$ cat config.mk
export PLATFORM = sky130hd
export DESIGN_NAME = chain_mixer_sequencer
export DESIGN_NICKNAME = d
export VERILOG_FILES = /design/src/rtl/chain_mixer_pkg.sv /design/src/rtl/chain_dwell_timer.sv /design/src/rtl/chain_mixer_sequencer.sv
export SDC_FILE = /design/constraint.sdc
export NUM_CORES = 1
export LEC_CHECK = 0
export ABC_AREA = 1
export BUFFER_PORTS_ARGS = -buffer_cell sky130_fd_sc_hd__clkbuf_2
export CORE_AREA = 4 4 100 102
export CTS_CLUSTER_SIZE = 20
export DETAILED_ROUTE_END_ITERATION = 7
export DIE_AREA = 0 0 104 106
export GPL_TIMING_DRIVEN = 0
export PLACE_DENSITY = 0.78
export SLEW_MARGIN = 20
export SYNTH_ARGS = -nofsm -noshare
export SYNTH_HDL_FRONTEND = slang
export SYNTH_SLANG_ARGS = --single-unit
$ cat constraint.sdc
create_clock -name clk -period 4.21 [get_ports clk]
set_input_delay 0.6315 -clock clk [delete_from_list [all_inputs] [get_ports clk]]
set_output_delay 0.6315 -clock clk [all_outputs]
set_load 0.02 [all_outputs]
$ cat src/rtl/chain_mixer_pkg.sv
// Shared types and defaults for the serial mixer-chain sequencer.
package chain_mixer_pkg;

  localparam int unsigned N_STAGES_DEF    = 96;
  localparam int unsigned TW_DEF          = 16;
  localparam int unsigned ACK_TIMEOUT_DEF = 1024;
  localparam int unsigned IDX_W_DEF       = $clog2(N_STAGES_DEF);
  localparam int unsigned CNT_W_DEF       = $clog2(N_STAGES_DEF + 1);

  typedef enum logic [2:0] {
    ST_IDLE,
    ST_REQ,
    ST_LOAD,
    ST_MIX,
    ST_XFER,
    ST_DONE,
    ST_FAULT
  } state_t;

endpackage

$ cat src/rtl/chain_dwell_timer.sv
// Loadable down-counter shared by the LOAD, MIX and XFER dwell phases.
module chain_dwell_timer
  import chain_mixer_pkg::*;
#(
  parameter int unsigned TW = TW_DEF
) (
  input  logic          clk,
  input  logic          rst_n,
  input  logic          load,
  input  logic [TW-1:0] load_value,
  output logic [TW-1:0] value,
  output logic          expire
);

  // Saturates at zero so a full-scale load never wraps.
  always_ff @(posedge clk or negedge rst_n) begin
    if (!rst_n) begin
      value <= '0;
    end else if (load) begin
      value <= load_value;
    end else if (value != '0) begin
      value <= value - TW'(1);
    end
  end

  assign expire = (value == TW'(1));

endmodule

$ cat src/rtl/chain_mixer_sequencer.sv
// Per-stage request/load/mix/transfer sequencer for an N-stage mixer chain.
module chain_mixer_sequencer
  import chain_mixer_pkg::*;
#(
  parameter int unsigned N_STAGES    = N_STAGES_DEF,
  parameter int unsigned TW          = TW_DEF,
  parameter int unsigned ACK_TIMEOUT = ACK_TIMEOUT_DEF
) (
  input  logic                              clk,
  input  logic                              rst_n,
  input  logic                              start,
  input  logic                              abort,
  input  logic [$clog2(N_STAGES+1)-1:0]     n_stages,
  input  logic [TW-1:0]                     load_time,
  input  logic [TW-1:0]                     mix_time,
  input  logic [TW-1:0]                     xfer_time,
  output logic                              reagent_req,
  input  logic                              reagent_ack,
  output logic [$clog2(N_STAGES)-1:0]       stage_idx,
  output logic                              load_en,
  output logic                              mix_en,
  output logic                              flow_en,
  output logic                              busy,
  output logic                              done,
  output logic                              fault
);

  localparam int unsigned CW = $clog2(N_STAGES + 1);
  localparam int unsigned IW = $clog2(N_STAGES);
  localparam int unsigned AW = $clog2(ACK_TIMEOUT + 1);

  state_t          state, state_next;
  logic [IW-1:0]   stage_next;
  logic [CW-1:0]   n_cfg, n_clamped;
  logic [TW-1:0]   load_cfg, mix_cfg, xfer_cfg;
  logic [AW-1:0]   wait_cnt;
  logic            cfg_latch, last_stage;
  logic            timer_load, dwell_expire, dwell_done;
  logic [TW-1:0]   timer_value, dwell_value;

  function automatic logic [TW-1:0] at_least_one(input logic [TW-1:0] t);
    return (t == '0) ? TW'(1) : t;
  endfunction

  assign n_clamped  = (n_stages > CW'(N_STAGES)) ? CW'(N_STAGES) : n_stages;
  assign last_stage = ((CW'(stage_idx) + CW'(1)) == n_cfg);
  assign dwell_done = dwell_expire || (dwell_value == '0);

  chain_dwell_timer #(.TW(TW)) u_dwell (
    .clk        (clk),
    .rst_n      (rst_n),
    .load       (timer_load),
    .load_value (timer_value),
    .value      (dwell_value),
    .expire     (dwell_expire)
  );

  always_comb begin
    state_next  = state;
    stage_next  = stage_idx;
    cfg_latch   = 1'b0;
    timer_load  = 1'b0;
    timer_value = '0;
    case (state)
      ST_IDLE: if (start && !abort) begin
        cfg_latch  = 1'b1;
        stage_next = '0;
        state_next = (n_clamped == '0) ? ST_DONE : ST_REQ;
      end
      ST_REQ: begin
        if (abort)                                  state_next = ST_FAULT;
        else if (reagent_ack)                       state_next = ST_LOAD;
        else if (wait_cnt == AW'(ACK_TIMEOUT - 1))  state_next = ST_FAULT;
      end
      ST_LOAD: begin
        if (abort)           state_next = ST_FAULT;
        else if (dwell_done) state_next = ST_MIX;
      end
      ST_MIX: begin
        if (abort)           state_next = ST_FAULT;
        else if (dwell_done) state_next = ST_XFER;
      end
      ST_XFER: begin
        if (abort) begin
          state_next = ST_FAULT;
        end else if (dwell_done) begin
          if (last_stage) begin
            state_next = ST_DONE;
          end else begin
            stage_next = stage_idx + IW'(1);
            state_next = ST_REQ;
          end
        end
      end
      ST_DONE, ST_FAULT: state_next = ST_IDLE;
      default:           state_next = ST_IDLE;
    endcase

    // Dwell phases always follow a different state, so reload on every entry.
    if (state_next != state) begin
      case (state_next)
        ST_LOAD: begin timer_load = 1'b1; timer_value = load_cfg; end
        ST_MIX:  begin timer_load = 1'b1; timer_value = mix_cfg;  end
        ST_XFER: begin timer_load = 1'b1; timer_value = xfer_cfg; end
        default: begin timer_load = 1'b0; timer_value = '0;       end
      endcase
    end
  end

  // Outputs decode the next state so they come straight from flops.
  always_ff @(posedge clk or negedge rst_n) begin
    if (!rst_n) begin
      state       <= ST_IDLE;
      stage_idx   <= '0;
      reagent_req <= 1'b0;
      load_en     <= 1'b0;
      mix_en      <= 1'b0;
      flow_en     <= 1'b0;
      busy        <= 1'b0;
      done        <= 1'b0;
      fault       <= 1'b0;
    end else begin
      state       <= state_next;
      stage_idx   <= stage_next;
      reagent_req <= (state_next == ST_REQ);
      load_en     <= (state_next == ST_LOAD);
      mix_en      <= (state_next == ST_MIX);
      flow_en     <= (state_next == ST_XFER);
      busy        <= (state_next != ST_IDLE);
      done        <= (state_next == ST_DONE);
      fault       <= (state_next == ST_FAULT);
    end
  end

  always_ff @(posedge clk or negedge rst_n) begin
    if (!rst_n) begin
      n_cfg    <= '0;
      load_cfg <= TW'(1);
      mix_cfg  <= TW'(1);
      xfer_cfg <= TW'(1);
    end else if (cfg_latch) begin
      n_cfg    <= n_clamped;
      load_cfg <= at_least_one(load_time);
      mix_cfg  <= at_least_one(mix_time);
      xfer_cfg <= at_least_one(xfer_time);
    end
  end

  always_ff @(posedge clk or negedge rst_n) begin
    if (!rst_n) begin
      wait_cnt <= '0;
    end else if (state != ST_REQ) begin
      wait_cnt <= '0;
    end else begin
      wait_cnt <= wait_cnt + AW'(1);
    end
  end

endmodule

==> results.toml, run 1 <==
[finish]
area_growth_pct = 13.8
fin_area_um2 = 6060
final_common_cell = "nand2_1"
nets = 841
drive_above_1_share_pct = 18.8
layout_common_cells = "246 x nand2_1, 96 x dfrtp_1, 72 x clkbuf_2, 64 x nand3_1, 50 x inv_1"
num-fill-cells = 798
antennaDiodeCount = 0

[routing]
wl_per_cell_um = 14.6
num_vias = 4994
drtAntennaViolNets = 0
drtIter0Drc = 365
vias_per_cell = 5.60
routed_wirelength_mm = 13.0
drt_first_pass_iters = 5
drc = 0

[floorplanning]
dieWidth_um = 104
rows = 35
ios = 74
die_area_um2 = 11000
start_util_pct = 58.5
core_area_um2 = 9110
die_h_um = 106

[grt]
grt_pass1_vias = 4676
grt_remaining_overflow = 0
antenna_found_initial = 0
grt_pass1_wl_mm = 22.0
grt_usage_pct = 24.4
grt_max_degree = 56

[placement]
port_buffers = 73
place.detailed.hpwl_mm = 10.1
gp_congestion = 0.878
dpl_cell_area_um2 = 5870

[cts]
cts_tree = "yes"
cts_root_buffer = "clkbuf_8"
cts_hold_buf = 0
cts_resized = 0
post-cts-setup-buffer-count = 0
clk_pin_slew_ns = 0.11
insertion_delay_ns = 0.38
cts_max_path_buffers = 2
clock-sinks = 99
h-tree-depth = 3
cts_buffers = 9

[synth]
synth-seq-cells = 99
synth_nets = 756
yosys_warnings = 0
ys_seq_area_share_pct = 46.6
synth_cell_types = 39
synth_area_per_cell_um2 = 7.71
synth_cells = 691
netlist_area_um2 = 5330

[worst_setup_path]
crit_required_ns = 4.51
cp-endpoint = "stage_idx[0]"
max_stage_delay_ns = 0.52
ff2ff_path_depth = 14
critPathLaunch = "stage_idx[0]"
cp_max_fo = 10
critPathTopFamily = "simple AND/OR/NAND/NOR gates"
cp.arrival_ns = 2.90
path_depth = 14
reg2reg_to = "stage_idx[0]"
endpoint_kind = "flop"
startpoint_type = "flop"
crit_slowest_cell = "o21ai_0"
path_cells = "ha_1 -> nand2_2 -> nor2_2 -> nand3_1 -> nand2_1 -> nand2_1 -> nand2_1 -> inv_1 -> nand3_1 -> nand2_2 -> o21ai_0 -> buf_2 -> nand3_1 -> o21ai_0"
r2r_start = "stage_idx[0]"
r2r_setup_slack_ns = 1.61
crit_type = "reg -> reg"
crit_buf_inv = 2

[timing]
fmax_mhz = 384
post-route-period-util_pct = 61.8
slew_viol_final = 0
setup_tns_ns = 0
hold_violations = 0
min_period_ns = 2.60
tightest_slew_ns = 0.642
fin_skew_ns = 0.0145
finalSetupViolCount = 0
max_slew_margin_pct = 56.7
rsz0062_at_grt = "false"

[min_path]
hp-class = "in -> async"

[status]
status = "finished, final reports clean"

[pwr]
p_leak_nw = 3.16
irDropWorstVdd_v = 0.000312
powerDensity_nw_per_um2 = 710

[flow_run]
maxCapViolCount = 0
[synthesized netlist by cell type, drive strengths merged]
master / n / area (um2)
nand2: 262 / 1050
dfrtp: 96 / 2400
nand3: 70 / 388
nor2: 61 / 303
inv: 54 / 203
nand4: 28 / 175
o21ai: 26 / 130
a21oi: 22 / 125
nor4: 14 / 87.6
buf: 12 / 75.1
clkbuf: 10 / 37.5
xor2: 8 / 70.1
nor3: 6 / 30.0
ha: 5 / 62.6
dfstp: 3 / 78.8
xnor2: 3 / 26.3
a2bb2oi: 2 / 17.5
o21a: 2 / 15.0
a22oi: 1 / 7.51
a31oi: 1 / 6.26
nand3b: 1 / 7.51
o211ai: 1 / 7.51
o221a: 1 / 11.3
o31ai: 1 / 7.51
or2: 1 / 6.26
[layer usage]
layer / global-route usage, % / routed length [um]
met1: 33.5 / 5950
met2: 39.6 / 6170
met3: 4.61 / 690
met4: 7.22 / 184
met5: 0 / 0
[power by group]
part | switching, mW | internal (mW) | leakage [nW]
registers | 0.275 | 1.35 | 1.26
clock network | 0.374 | 0.233 | 0.101
logic | 1.33 | 0.749 | 1.79
[registers in the layout (all words and copies together), names as in the netlist]
| name | count |
|---|---|
| mix_en | 1 |
| u_dwell.value | 16 |
| state | 3 |
| busy | 1 |
| load_en | 1 |
| n_cfg | 7 |
| wait_cnt | 11 |
| load_cfg | 16 |
| mix_cfg | 16 |
| flow_en | 1 |
| stage_idx | 7 |
| fault | 1 |
| done | 1 |
| reagent_req | 1 |
| xfer_cfg | 16 |
[cells by family after synthesis]
family | Yosys count | share of synthesized area (%)
adder cells (fa/ha/maj) | 5 | 1.17
flip-flops | 99 | 46.6
XOR/XNOR | 11 | 1.81
AO/OA/AOI/OAI | 57 | 6.15
AND/OR/NAND/NOR | 443 | 38.4
buffers and inverters | 76 | 5.92
[stage by stage]
stage	power, mW	hold slack, ns	utilization [%]	cells	setup WS, ns
after global routing	4.66	0.191	66.6	892	1.36
after floorplan	3.15	0.336	-	691	1.88
after CTS	4.30	0.184	66.6	892	1.66
final	4.31	0.179	66.6	892	1.61
after global placement	3.62	0.448	64.0	875	1.26
after detailed placement	3.69	0.463	64.4	876	1.63
[cell type report]
class,instances,area (um2),share of cell area (%)
timing repair buffer,74,402,6.62
multi-input combinational,516,2530,41.7
buffer,22,113,1.86
clock inverter,7,72.6,1.20
clock buffer,9,124,2.04
sequential,99,2480,40.9
tap,111,139,2.29
inverter,54,203,3.34
[worst min-delay path by stage]
stage	slack, ns	from	cells after the start	end
finish	0.18	rst_n	1	wait_cnt[5]
global route	0.19	rst_n	1	mix_cfg[1]
CTS	0.18	rst_n	1	stage_idx[1]
detailed placement	0.46	wait_cnt[0]	1	wait_cnt[0]
global placement	0.45	wait_cnt[0]	1	wait_cnt[0]
floorplan	0.34	rst_n	0	busy
[worst register-to-register path, cell delays in order (launching register included)]
cell and delay [ns]:
dfrtp_1 0.45, ha_1 0.26, nand2_2 0.12, nor2_2 0.13, nand3_1 0.12, nand2_1 0.11
nand2_1 0.07, nand2_1 0.06, inv_1 0.04, nand3_1 0.08, nand2_2 0.08, o21ai_0 0.53
buf_2 0.31, nand3_1 0.09, o21ai_0 0.09
(Power assumes the default switching activity.)
==> run 2, diff against run 1 <==
ABC_AREA = 0   (was 1)
CORE_AREA = 4 4 104 106   (was 4 4 100 102)
DIE_AREA = 0 0 108 110   (was 0 0 104 106)
PLACE_DENSITY = 0.72   (was 0.78)
clock period = 2.2 ns   (was 4.21 ns; I/O delays follow)
==> results.toml, run 2 <==
[grt]
grt_pass1_wl_mm = 19.5
antenna_found_initial = 0
grt_remaining_overflow = 0
grt_pass1_vias = 3964
grt_max_degree = 63
grt_usage_pct = 21.2

[floorplanning]
die_h_um = 110
start_util_pct = 51.1
die_area_um2 = 11900
core_area_um2 = 9770
rows = 36
dieWidth_um = 108
ios = 74

[finish]
area_growth_pct = 28.6
final_util_pct = 65.7
nets = 633
drive_above_1_share_pct = 44.0
layout_common_cells = "84 x dfrtp_1, 73 x clkbuf_2, 48 x mux2_2, 35 x nand2_1, 29 x buf_4"
final_common_cell = "dfrtp_1"
antennaDiodeCount = 0

[synth]
yosys_warnings = 0
synth_cells = 443
ys_top_cells_by_count = "96 x dfrtp_1, 48 x mux2_2, 36 x nand2_1"
ys.flop_type = "dfrtp_1"
synth_area_per_cell_um2 = 11.3
synth_nets = 508
synth_cell_types = 58
synth_most_common_cell = "dfrtp_1"
yosysTopAreaCell = "dfrtp_1"
ys_top_cells_by_area = "dfrtp_1 48%, mux2_2 11%, mux2i_1 3.4%"
ys_seq_area_share_pct = 49.7
synthArstFlopShare_pct = 100
synth_top_area_share_pct = 48.1
synth-seq-cells = 99
netlist_area_um2 = 4990
synth_edf_count = 0

[cts]
cts_root_buffer = "clkbuf_8"
cts_tree = "yes"
cts_buffers = 9
clk_pin_slew_ns = 0.10
h-tree-depth = 3
clock-sinks = 99
insertion_delay_ns = 0.38
cts_max_path_buffers = 2

[timing]
setup_tns_ns = -8.53
tightest_slew_ns = 0.583
slew_viol_final = 0
fin_skew_ns = 0.0111
max_slew_margin_pct = 60.8
post-route-period-util_pct = 124
finalSetupViolCount = 22
fmax_mhz = 366
min_period_ns = 2.73
rsz0062_at_grt = "true"
hold_violations = 0
timing.final.ws_setup_ns = -0.533

[placement]
place.detailed.hpwl_mm = 8.83
dpl_worst_slack_ns = -0.901
port_buffers = 73
gp_congestion = 0.846

[pwr]
irDropWorstVdd_v = 0.000625
p_total_mw = 8.99
powerDensity_nw_per_um2 = 1400
p_leak_nw = 2.83

[min_path]
hp-class = "in -> reg"

[routing]
drt_first_pass_iters = 8
num_vias = 4083
drc = 4
vias_per_cell = 5.78
drtIter0Drc = 262
drtAntennaViolNets = 0
routed_wirelength_mm = 13.1
wl_per_cell_um = 18.5

[status]
status = "finished with violations"
violations = "DRC, setup timing"

[worst_setup_path]
crit_type = "reg -> reg"
cp_max_fo = 6
cp.arrival_ns = 3.04
startpoint_type = "flop"
endpoint_kind = "flop"
crit_required_ns = 2.51

[flow_run]
maxCapViolCount = 0
-- run 2: cell count changes after synthesis, sizes merged, moves of 6 or more --
| cell | before | now |
|---|---|---|
| mux2i | 0 | 17 |
| nor3 | 6 | 14 |
| a222oi | 0 | 16 |
| a21oi | 22 | 10 |
| nor2 | 61 | 31 |
| nand2 | 262 | 37 |
| nand3 | 70 | 12 |
| nand2b | 0 | 6 |
| nand4 | 28 | 4 |
| mux2 | 0 | 48 |
| xnor2 | 3 | 16 |
| inv | 54 | 11 |
| xor2 | 8 | 14 |
-- run 2: repair_timing --
action                                  in CTS  in global routing
pin swaps                                   10                 24
hold buffers                                 1                  0
gates cloned                                 0                  3
endpoints found under the setup margin      70                 72
resized for setup                           39                 51
hold endpoints to repair                    37                  0
setup buffers                               20                 22
-- run 2: layer usage --
metal / track usage [%] / wire [um] / up-vias / part of all wire, %
li1: - / - / 1873 / -
met2: 36.1 / 6780 / 120 / 52
met3: 3.84 / 654 / 24 / 5.0
met4: 5.86 / 186 / 0 / 1.4
met1: 28.2 / 5470 / 2066 / 42
met5: 0 / 0 / - / 0
-- run 2: kinds of logic (layout without fill, tap and decap cells) --
kind of cell	count (synthesis)	in the layout	share of synthesized area, %
mux	65	65	14.2
compound gates	66	66	10.2
buf+inv	28	158	2.55
simple gates	150	150	16.8
fa+ha+maj	5	5	1.25
xor+xnor	30	30	5.26
flops	99	99	49.7
-- run 2: final timing paths --
check                             startpoint                end  slack (ns)  cells past startpoint
max                        u_dwell.value[10]  u_dwell.value[11]       -0.53                     11
min                             mix_time[12]        mix_cfg[12]        0.19                      2
max reg2reg                u_dwell.value[10]  u_dwell.value[11]       -0.53                     11
min reg2reg                      wait_cnt[0]        wait_cnt[0]        0.49                      1
max in group asynchronous              rst_n        xfer_cfg[0]        1.12                      3
min in group asynchronous              rst_n       stage_idx[6]        0.43                      2
-- run 2: area by class of cell --
type | count | area, um2
fill | 749 | 3350
multi-input combinational | 316 | 2640
sequential | 99 | 2500
timing repair buffer | 115 | 782
tap | 133 | 166
clock buffer | 12 | 145
buffer | 15 | 114
inverter | 12 | 50.0
clock inverter | 4 | 33.8
-- run 2: power breakdown --
| group | total, mW | internal, mW | switching (mW) |
|---|---|---|---|
| clock | 1.12 | 0.457 | 0.665 |
| combinational | 4.74 | 2.45 | 2.29 |
| sequential | 3.13 | 2.58 | 0.557 |
| total | 8.99 | 5.48 | 3.51 |
-- run 2: stage by stage --
| stage | std cells | hold WS [ns] | instance area (um2) |
|---|---|---|---|
| after floorplan | 443 | 0.0344 | 5050 |
| after global placement | 649 | 0.490 | 5580 |
| after detailed placement | 650 | 0.270 | 5610 |
| after CTS | 686 | 0.191 | 6090 |
| after global routing | 706 | 0.182 | 6420 |
| final | 706 | 0.195 | 6420 |
-- run 2: critical path, cell delays in order, from the launching register on --
cell and delay, ns:
dfrtp_1 0.44, nor4_4 0.37, nand3b_1 0.17, buf_6 0.15
nor4_4 0.17, o21ai_2 0.12, a31oi_4 0.25, buf_4 0.16
nor3b_4 0.35, buf_4 0.23, a222oi_1 0.11, mux2i_1 0.14
==> run 3, diff against run 2 <==
CORE_AREA = 4 4 135 137   (was 4 4 104 106)
DIE_AREA = 0 0 139 141   (was 0 0 108 110)
PLACE_DENSITY = 0.45   (was 0.72)
==> results.toml, run 3 (synthesis gave the netlist of run 2 again) <==
[timing]
min_period_ns = 2.70
timing.final.ws_setup_ns = -0.503
fmax_mhz = 370
setup_tns_ns = -7.34
max_slew_margin_pct = 65.7
rsz0062_at_grt = "true"
tightest_slew_ns = 0.510
hold_violations = 0
fin_skew_ns = 0.00787
slew_viol_final = 0
finalSetupViolCount = 19
post-route-period-util_pct = 123

[routing]
num_vias = 3956
routed_wirelength_mm = 13.8
drt_first_pass_iters = 6
drtIter0Drc = 159
vias_per_cell = 4.96
drtAntennaViolNets = 0
wl_per_cell_um = 17.2
drc = 0

[placement]
port_buffers = 73
dpl_cell_area_um2 = 5730
place.detailed.hpwl_mm = 9.79
gp_congestion = 0.874

[finish]
nets = 633
layout_common_cells = "89 x dfrtp_1, 73 x clkbuf_2, 48 x mux2_2, 34 x nand2_1, 29 x buf_4"
antennaDiodeCount = 0
fin_area_um2 = 6660
final_common_cell = "dfrtp_1"
drive_above_1_share_pct = 42.1
area_growth_pct = 33.3

[min_path]
hp-class = "in -> reg"

[cts]
clock-sinks = 99
cts_max_path_buffers = 2
cts_root_buffer = "clkbuf_16"
clk_pin_slew_ns = 0.07
cts_buffers = 9
h-tree-depth = 3
cts_tree = "yes"
insertion_delay_ns = 0.35

[pwr]
switchingPower_mw = 3.48
switching_share_pct = 36.7
p_leak_nw = 2.91
powerDensity_nw_per_um2 = 1430
power_frac_seq_pct = 32.6
p_comb_share_pct = 51.0
p_int_mw = 6.01
irDropWorstVdd_v = 0.000574
clock_power_share_pct = 16.4

[flow_run]
maxCapViolCount = 0

[floorplanning]
dieWidth_um = 139
ios = 74
start_util_pct = 29.3
die_h_um = 141
rows = 48
die_area_um2 = 19600
core_area_um2 = 17100

[grt]
grt_pass1_wl_mm = 22.0
grt_usage_pct = 14.2
grt_max_degree = 89
grt_remaining_overflow = 0
antenna_found_initial = 0
grt_pass1_vias = 4165

[worst_setup_path]
crit_required_ns = 2.41
startpoint_type = "flop"
r2r_setup_slack_ns = -0.50
max_stage_delay_ns = 0.44
crit_slowest_cell = "dfrtp_2"
endpoint_kind = "flop"
crit_type = "reg -> reg"
cp_max_fo = 5
cp.arrival_ns = 2.92
path_cells = "nor4_4 -> buf_4 -> nand3b_1 -> nor4_4 -> o21ai_2 -> a31oi_4 -> buf_6 -> nor3_4 -> buf_12 -> buf_12 -> a222oi_1 -> mux2i_1"

[status]
violations = "setup timing"
status = "finished with violations"
## run 3: changes by cell type in the layout (fill, tap and decap cells not counted), sizes merged
| cell | before | now |
|---|---|---|
| clkbuf | 94 | 92 |
| clkinvlp | 0 | 1 |
| inv | 14 | 15 |
## run 3: power by group through the flow
stage               Clock, mW  Combinational (mW)  Sequential, mW
floorplan                   0                2.69            3.03
global placement            0                3.45            3.12
detailed placement          0                3.53            3.13
CTS                      1.61                4.54            3.09
global route             1.70                5.22            3.19
finish                   1.55                4.84            3.10
## run 3: routing by layer
| layer | part of all wire, % | GRT usage, % |
|---|---|---|
| met5 | 0 | 0 |
| met4 | 1.3 | 3.60 |
| met2 | 50 | 24.1 |
| met1 | 44 | 18.4 |
| met3 | 4.3 | 3.46 |
## run 3: cell type report
cell class | count | area (um2)
fillers | 1707 | 10400
multi-input cells | 316 | 2590
flip-flops and latches | 99 | 2490
repair buffers | 115 | 831
well taps | 225 | 282
clock buffers | 10 | 239
plain buffers | 15 | 121
clock inverters | 6 | 53.8
inverters | 12 | 45.0
## run 3: stage by stage
step                util [%]  total power [mW]  hold WS, ns  worst slack (ns)  cells
finish                  39.0              9.49        0.221            -0.503    798
global route            39.0              10.1        0.204            -0.672    798
CTS                     37.7              9.24        0.211            -0.530    789
detailed placement      33.6              6.66        0.180             -1.12    742
global placement        33.4              6.57        0.492             -1.08    741
floorplan                  -              5.72       0.0344            -0.300    443
## run 3: final timing paths
| kind | start | endpoint | cells after the start |
|---|---|---|---|
| worst max-delay path | u_dwell.value[12] | u_dwell.value[15] | 12 |
| worst min-delay path | load_time[5] | load_cfg[5] | 2 |
| worst max register to register | u_dwell.value[12] | u_dwell.value[15] | 12 |
| worst min register to register | load_cfg[0] | load_cfg[0] | 2 |
| max in group asynchronous | rst_n | u_dwell.value[12] | 3 |
| min in group asynchronous | rst_n | stage_idx[2] | 2 |
## run 3: repair_timing
action	in CTS	in global routing
endpoints found under the setup margin	84	71
hold endpoints to repair	11	0
setup buffers	28	9
gates resized for setup	40	37
pin swaps	13	24
cloned	2	2
hold buffers	1	0
## run 3: critical path: cells and delay by family, from the launching register on
family,cells,cell delay [ns]
DFF,1,0.44
AOI/OAI and AO/OA,3,0.68
and+or+nand+nor,4,0.78
muxes,1,0.13
buffers and inverters,4,0.54
